--- src/rtl/edge_counter_pkg.sv ---
// Shared mode encodings and parameter range limits for the edge counter bank.
package edge_counter_pkg;

  localparam int MODE_WRAP    = 0;
  localparam int MODE_SAT     = 1;

  localparam int WIDTH_MIN    = 1;
  localparam int WIDTH_MAX    = 16;
  localparam int CHANNELS_MIN = 1;
  localparam int CHANNELS_MAX = 8;

endpackage

--- src/rtl/edge_counter_chan.sv ---
// One counter lane: event qualification, up/down count against a shared limit,
// wrap-or-saturate behaviour and a one-cycle terminal-count pulse.
module edge_counter_chan
  import edge_counter_pkg::*;
#(
  parameter int WIDTH    = 5,
  parameter int SATURATE = MODE_WRAP,
  parameter int EDGE     = 1
) (
  input  logic             clk,
  input  logic             rst,
  input  logic             en,
  input  logic             dir,
  input  logic             clr,
  input  logic [WIDTH-1:0] limit,
  output logic [WIDTH-1:0] count,
  output logic             hit,
  output logic             hit_nxt
);

  localparam logic [WIDTH-1:0] ONE  = WIDTH'(1);
  localparam logic [WIDTH-1:0] ZERO = '0;

  logic             en_q;
  logic             evt;
  logic [WIDTH-1:0] count_p0;
  logic             hit_p0;
  logic [WIDTH-1:0] cnt_nxt;

  // Returns {hit, count} for an up event; counts at or past limit fall back.
  function automatic logic [WIDTH:0] step_up(input logic [WIDTH-1:0] c,
                                             input logic [WIDTH-1:0] l);
    logic [WIDTH-1:0] inc;
    inc = c + ONE;
    if (c < l)
      step_up = {(inc == l), inc};
    else if (SATURATE == MODE_SAT)
      step_up = {1'b0, l};
    else
      step_up = {1'b0, ZERO};
  endfunction

  function automatic logic [WIDTH:0] step_down(input logic [WIDTH-1:0] c,
                                               input logic [WIDTH-1:0] l);
    if (c != ZERO)
      step_down = {1'b0, c - ONE};
    else if (SATURATE == MODE_SAT)
      step_down = {1'b0, ZERO};
    else
      step_down = {1'b1, l};
  endfunction

  assign evt = (EDGE != 0) ? (en & ~en_q) : en;

  always_comb begin
    cnt_nxt = count_p0;
    hit_nxt = 1'b0;
    if (rst || clr) begin
      cnt_nxt = ZERO;
      hit_nxt = 1'b0;
    end else if (evt) begin
      if (dir)
        {hit_nxt, cnt_nxt} = step_up(count_p0, limit);
      else
        {hit_nxt, cnt_nxt} = step_down(count_p0, limit);
    end
  end

  // Stage p0: single register stage; en_q tracks en even during reset and clear
  // so a level held across either is not seen as a fresh edge.
  always_ff @(posedge clk) begin
    en_q     <= en;
    count_p0 <= cnt_nxt;
    hit_p0   <= hit_nxt;
  end

  assign count = count_p0;
  assign hit   = hit_p0;

endmodule

--- src/rtl/edge_counter_bank.sv ---
// Bank of CHANNELS independent edge/level counters sharing one terminal value,
// with a registered OR of all terminal-count pulses.
module edge_counter_bank
  import edge_counter_pkg::*;
#(
  parameter int WIDTH    = 5,
  parameter int CHANNELS = 2,
  parameter int SATURATE = MODE_WRAP,
  parameter int EDGE     = 1
) (
  input  logic                      clk,
  input  logic                      rst,
  input  logic [CHANNELS-1:0]       en,
  input  logic [CHANNELS-1:0]       dir,
  input  logic [CHANNELS-1:0]       clr,
  input  logic [WIDTH-1:0]          limit,
  output logic [CHANNELS*WIDTH-1:0] count,
  output logic [CHANNELS-1:0]       hit,
  output logic                      any_hit
);

  logic [CHANNELS-1:0] hit_nxt;
  logic                any_hit_p0;

  for (genvar i = 0; i < CHANNELS; i++) begin : g_chan
    edge_counter_chan #(
      .WIDTH   (WIDTH),
      .SATURATE(SATURATE),
      .EDGE    (EDGE)
    ) u_chan (
      .clk    (clk),
      .rst    (rst),
      .en     (en[i]),
      .dir    (dir[i]),
      .clr    (clr[i]),
      .limit  (limit),
      .count  (count[i*WIDTH +: WIDTH]),
      .hit    (hit[i]),
      .hit_nxt(hit_nxt[i])
    );
  end

  // Stage p0: any_hit registered from the lanes' next-state hits so it rises
  // in the same cycle as the individual pulses.
  always_ff @(posedge clk) begin
    if (rst)
      any_hit_p0 <= 1'b0;
    else
      any_hit_p0 <= |hit_nxt;
  end

  assign any_hit = any_hit_p0;

endmodule

--- config.mk ---
export PLATFORM = sky130hd
export DESIGN_NAME = edge_counter_bank
export DESIGN_NICKNAME = d
export VERILOG_FILES = /design/src/rtl/edge_counter_pkg.sv /design/src/rtl/edge_counter_chan.sv /design/src/rtl/edge_counter_bank.sv
export SDC_FILE = /design/constraint.sdc
export NUM_CORES = 1
export LEC_CHECK = 0
export BUFFER_PORTS_ARGS = -buffer_cell sky130_fd_sc_hd__buf_2
export CAP_MARGIN = 40
export CORE_ASPECT_RATIO = 1.4
export CORE_MARGIN = 2
export CORE_UTILIZATION = 39
export DETAILED_ROUTE_END_ITERATION = 10
export PLACE_DENSITY = 0.62
export SYNTH_ARGS = -nofsm -noshare
export SYNTH_HDL_FRONTEND = slang
export SYNTH_HIERARCHICAL = 1
export SYNTH_SLANG_ARGS = --single-unit
--- constraint.sdc ---
create_clock -name clk -period 3.5 [get_ports clk]
set_input_delay 0.875 -clock clk [delete_from_list [all_inputs] [get_ports clk]]
set_output_delay 0.875 -clock clk [all_outputs]
set_load 0.05 [all_outputs]
Yosys cells after proc, flatten, opt, wreduce, memory -nomap -nowiden. Index checks and enable logic that the tools add are counted.

Output and inout bits: 13. Flip-flop bits (word level): 15.

$add $sub $neg: 4. Reductions and logical operators: 5. Eq/ne operators: 2. $lt $le $gt $ge: 2. Mux-type cells: 12. Bitwise operators: 4.

Operators by type and width (count): $mux W6 (4); $add A5 B1 Y5 const B (2); $eq A5 B5 Y1 (2); $lt A5 B5 Y1 (2); $mux W5 (2); $reduce_bool A5 Y1 (2); $sub A5 B1 Y5 const B (2); $mux W1 (6); $and A1 B1 Y1 (2); $logic_or A1 B1 Y1 (2); $not A1 Y1 (2); $reduce_or A2 Y1 (1).

Depth between registers and ports, before layout.
Word-level depth: 7. Gate-level depth with buffers: 7. Mapped depth without buffers: 7.

Hierarchy. The synthesis kept the hierarchy.

By module, submodules not included: edge_counter_chan (times used 2, cells each 84, area an instance 685.7 µm²); edge_counter_bank (times used 1, cells each 2, area an instance 30.0 µm²).

Worst setup path before layout. Ideal clock, no wire load.

Path kind: input to register. From: input limit[1]. To: register any_hit_p0, in the netlist any_hit. Arrival: 2.117 ns. Path slack: 1.325 ns. Path buffers: 0. Required time: 3.442 ns. Cell stages on the path: 7. Cell sequence: inv_1 -> ha_1 -> nor2b_1 -> o31ai_2 -> and3_1 -> a32o_1 -> o21ba_1.

Cells in the longest elaborated chain, start to end: 6.

RTL lines: start, declared (RTL line edge_counter_bank.sv:16) `input logic [WIDTH-1:0] limit,`; $lt A5 B5 Y1 or $eq A5 B5 Y1 (tied branches) (RTL line edge_counter_chan.sv:35, edge_counter_chan.sv:36); $mux W6 (*) (RTL line edge_counter_chan.sv:35) `if (c < l)`; $mux W1 (*) (RTL line edge_counter_chan.sv:62) `if (dir)`; $mux W1 (*) (RTL line edge_counter_chan.sv:61) `end else if (evt) begin`; $mux W1 (*) (RTL line edge_counter_chan.sv:58) `if (rst || clr) begin`; net hit_nxt[1] (RTL line edge_counter_bank.sv:22) `logic [CHANNELS-1:0] hit_nxt;`; $reduce_or A2 Y1 (*) (RTL line edge_counter_bank.sv:49) `any_hit_p0 <= |hit_nxt;`; end signal, assigned (RTL line edge_counter_bank.sv:49); end, declared (RTL line edge_counter_bank.sv:23) `logic any_hit_p0;`.

Mark *: on every way through the listed nets, which the timed path passes. The rest lies on a longest branch. A chain may end at the register's enable or synchronous reset.

Final worst setup path. Same ends and word-level chain as after synthesis.

==> impl_metrics.py <==
metrics = {
    "timing": {
        "max_freq_mhz": 429,
        "final.setup.worst_slack_ns": 1.17,
        "fin_skew_ns": 0.00213,
        "worst_pin_slew_ns": 0.520,
        "fin_tns_setup_ns": 0,
        "finalHoldViolations": 0,
        "setup_viol": 0,
        "period_share_pct": 66.5,
        "grt_setup_unrepaired": "false",
        "slew_violations": 0,
        "slew_headroom_pct": 65.1,
        "finalCriticalPeriod_ns": 2.33,
    },
    "global_route": {
        "grt_use_total_pct": 20.2,
        "grt_pass1_wl_mm": 6.04,
        "grt_max_degree": 16,
        "antenna_found_initial": 0,
        "grt-ovfl-total": 0,
        "grt_pass1_vias": 1367,
    },
    "synth": {
        "synth_edf_count": 0,
        "synth_cell_type_count": 35,
        "ys.flop_type": "dfxtp_1",
        "syn_avg_cell_area_um2": 8.24,
        "seq_area_frac_synth_pct": 21.4,
        "synthCells": 170,
        "synth_fp_nets": 197,
        "synth-seq-cells": 15,
        "ys_warn_count": 6,
        "synthesis.area_um2": 1400,
        "synthArstFlopShare_pct": 0,
    },
    "cts": {
        "cts_tree": "yes",
        "cts_inserted_buffers": 3,
        "clk_latency_ns": 0.25,
        "clk_pin_slew_ns": 0.07,
        "cts_max_level": 1,
        "post_cts_buffers": 0,
        "clockBufferDepth": 2,
        "cts_resized": 0,
        "cts_num_sinks": 15,
        "clockRootBuffer": "clkbuf_8",
        "hold_buffers": 0,
    },
    "power": {
        "p_int_uw": 293,
        "power.share.clock_pct": 33.2,
        "powerDensity_nw_per_um2": 273,
        "cellLeakagePower_uw": 0.000751,
        "power.switching_uw": 141,
        "finalPower_uw": 434,
        "swShare_pct": 32.5,
        "ir_worst_vdd_uv": 149,
        "p_comb_share_pct": 24.3,
        "seqPwrFrac_pct": 42.5,
    },
    "detailed_routing": {
        "wire_per_inst_um": 16.1,
        "avgViaCountPerCell": 6.14,
        "vias": 1430,
        "ant_nets": 0,
        "route.detailed.drc": 0,
        "dr.first_iter.drc_count": 31,
        "firstDrtPassIters": 5,
        "finalWirelength_mm": 3.76,
    },
    "finish": {
        "diodes": 0,
        "final_net_count": 221,
        "layout-drive-gt1-share_pct": 19.2,
        "synthToLayoutAreaGrowth_pct": 13.7,
        "fill_cells": 349,
    },
    "floorplanning": {
        "die_height_um": 74.9,
        "fp-row-count": 25,
        "dieArea_um2": 4100,
        "fp.dieW_um": 54.7,
        "io_pins": 26,
        "start_util_pct": 41.1,
        "core-area_um2": 3410,
    },
    "hold_path": {
        "hold_path_class": "flip-flop to flip-flop",
    },
    "run": {
        "max_cap_violations": 0,
    },
    "placement": {
        "port-buffer-count": 25,
        "gp_congestion": 0.842,
        "place_ws_ns": 0.957,
        "dp_hpwl_mm": 2.89,
    },
    "setup_path": {
        "critical_path.max_fanout": 7,
        "cp-start-kind": "input port",
        "cp-end-kind": "flip-flop",
        "worstSetupPathType": "input port to flip-flop",
        "crit_arrival_ns": 2.53,
        "crit_required_ns": 3.70,
    },
    "run_status": {
        "status": "completed",
    },
}
## final cells by class
type / instances / area [µm²] / share of cell area [%]
tap: 40 / 50.0 / 3.14
clock buffer: 3 / 41.3 / 2.59
sequential: 15 / 300 / 18.9
timing repair buffer: 25 / 125 / 7.86
inverter: 14 / 52.6 / 3.30
multi-input combinational: 135 / 1020 / 63.9
clock inverter: 1 / 5.00 / 0.314
## cell usage after synthesis (6+ instances only)
| master | instances | area, µm² |
|---|---|---|
| nand2_1 | 6 | 22.5 |
| nor3b_1 | 6 | 45.0 |
| nand3_1 | 10 | 50.1 |
| a31oi_1 | 10 | 62.6 |
| o211ai_1 | 10 | 75.1 |
| buf_2 | 6 | 30.0 |
| nor2_1 | 6 | 22.5 |
| inv_1 | 14 | 52.6 |
| xor2_1 | 8 | 70.1 |
| nor2b_1 | 6 | 37.5 |
| dfxtp_1 | 15 | 300 |
| o21ai_0 | 6 | 30.0 |
| ha_1 | 14 | 175 |
## path summary, 6_finish.rpt
kind / start / end / slack (ns) / cells past startpoint
worst min-delay path: g_chan[1].u_chan/count[0] / g_chan[1].u_chan/count[0] / 0.67 / 2
worst min register to register: g_chan[1].u_chan/count[0] / g_chan[1].u_chan/count[0] / 0.67 / 2
worst max register to register: g_chan[0].u_chan/count[1] / any_hit / 1.31 / 6
worst max-delay path: limit[1] / any_hit / 1.17 / 8
## placed cells by master (no fill, tap or decap), types with 6 or more instances in the layout
master / netlist / routed
a31oi_1: 10 / 10
buf_2: 6 / 25
dfxtp_1: 15 / 15
ha_1: 14 / 14
inv_1: 14 / 14
nand2_1: 6 / 6
nand3_1: 10 / 10
nor2_1: 6 / 6
nor2b_1: 6 / 6
nor3b_1: 6 / 6
o211ai_1: 10 / 10
o21ai_0: 6 / 6
xor2_1: 8 / 8
## power groups by stage
stage	logic (µW)	clock network [µW]	registers (µW)
after CTS	105	149	184
after global placement	102	0	188
after detailed placement	104	0	188
after floorplan	63.3	0	196
final	106	144	184
after global routing	115	157	185
## flip-flops by register name, summed over array words and instances, names as in the netlist
signal               count
g_chan.u_chan/hit        2
g_chan.u_chan/count     10
g_chan.u_chan/en_q       2
any_hit                  1
## per-stage QoR
step	util [%]	area, µm²	std cells	hold slack (ns)
after global routing	46.7	1590	233	0.697
after detailed placement	45.4	1550	229	0.656
after global placement	45.4	1550	229	0.637
after CTS	46.7	1590	233	0.665
after floorplan	-	1400	170	0.654
final	46.7	1590	233	0.671
## worst max-delay path, stage by stage
cell and delay (ns):
buf_2 0.16, inv_1 0.07, ha_1 0.29, nor2b_1 0.14, o31ai_2 0.44, and3_1 0.25
a32o_1 0.19, o21ba_1 0.13
## kinds of logic (layout without fill, tap and decap cells)
| family | Yosys count | in the layout | synth area share (%) |
|---|---|---|---|
| multiplexers | 2 | 2 | 1.61 |
| adder cells (fa/ha/maj) | 14 | 14 | 12.5 |
| AO/OA/AOI/OAI | 45 | 45 | 24.6 |
| XOR/XNOR | 12 | 12 | 7.50 |
| flip-flops | 15 | 15 | 21.4 |
| buffers and inverters | 20 | 43 | 5.89 |
| AND/OR/NAND/NOR | 62 | 62 | 26.4 |
## metal layers
| layer | track usage, % | wire length [µm] | up-vias |
|---|---|---|---|
| li1 | - | - | 693 |
| met1 | 21.4 | 1470 | 660 |
| met2 | 37.6 | 1950 | 61 |
| met3 | 2.58 | 205 | 16 |
| met4 | 10.0 | 129 | 0 |
| met5 | 0 | 0 | - |
Note: power is estimated with default switching activity, not from simulation.
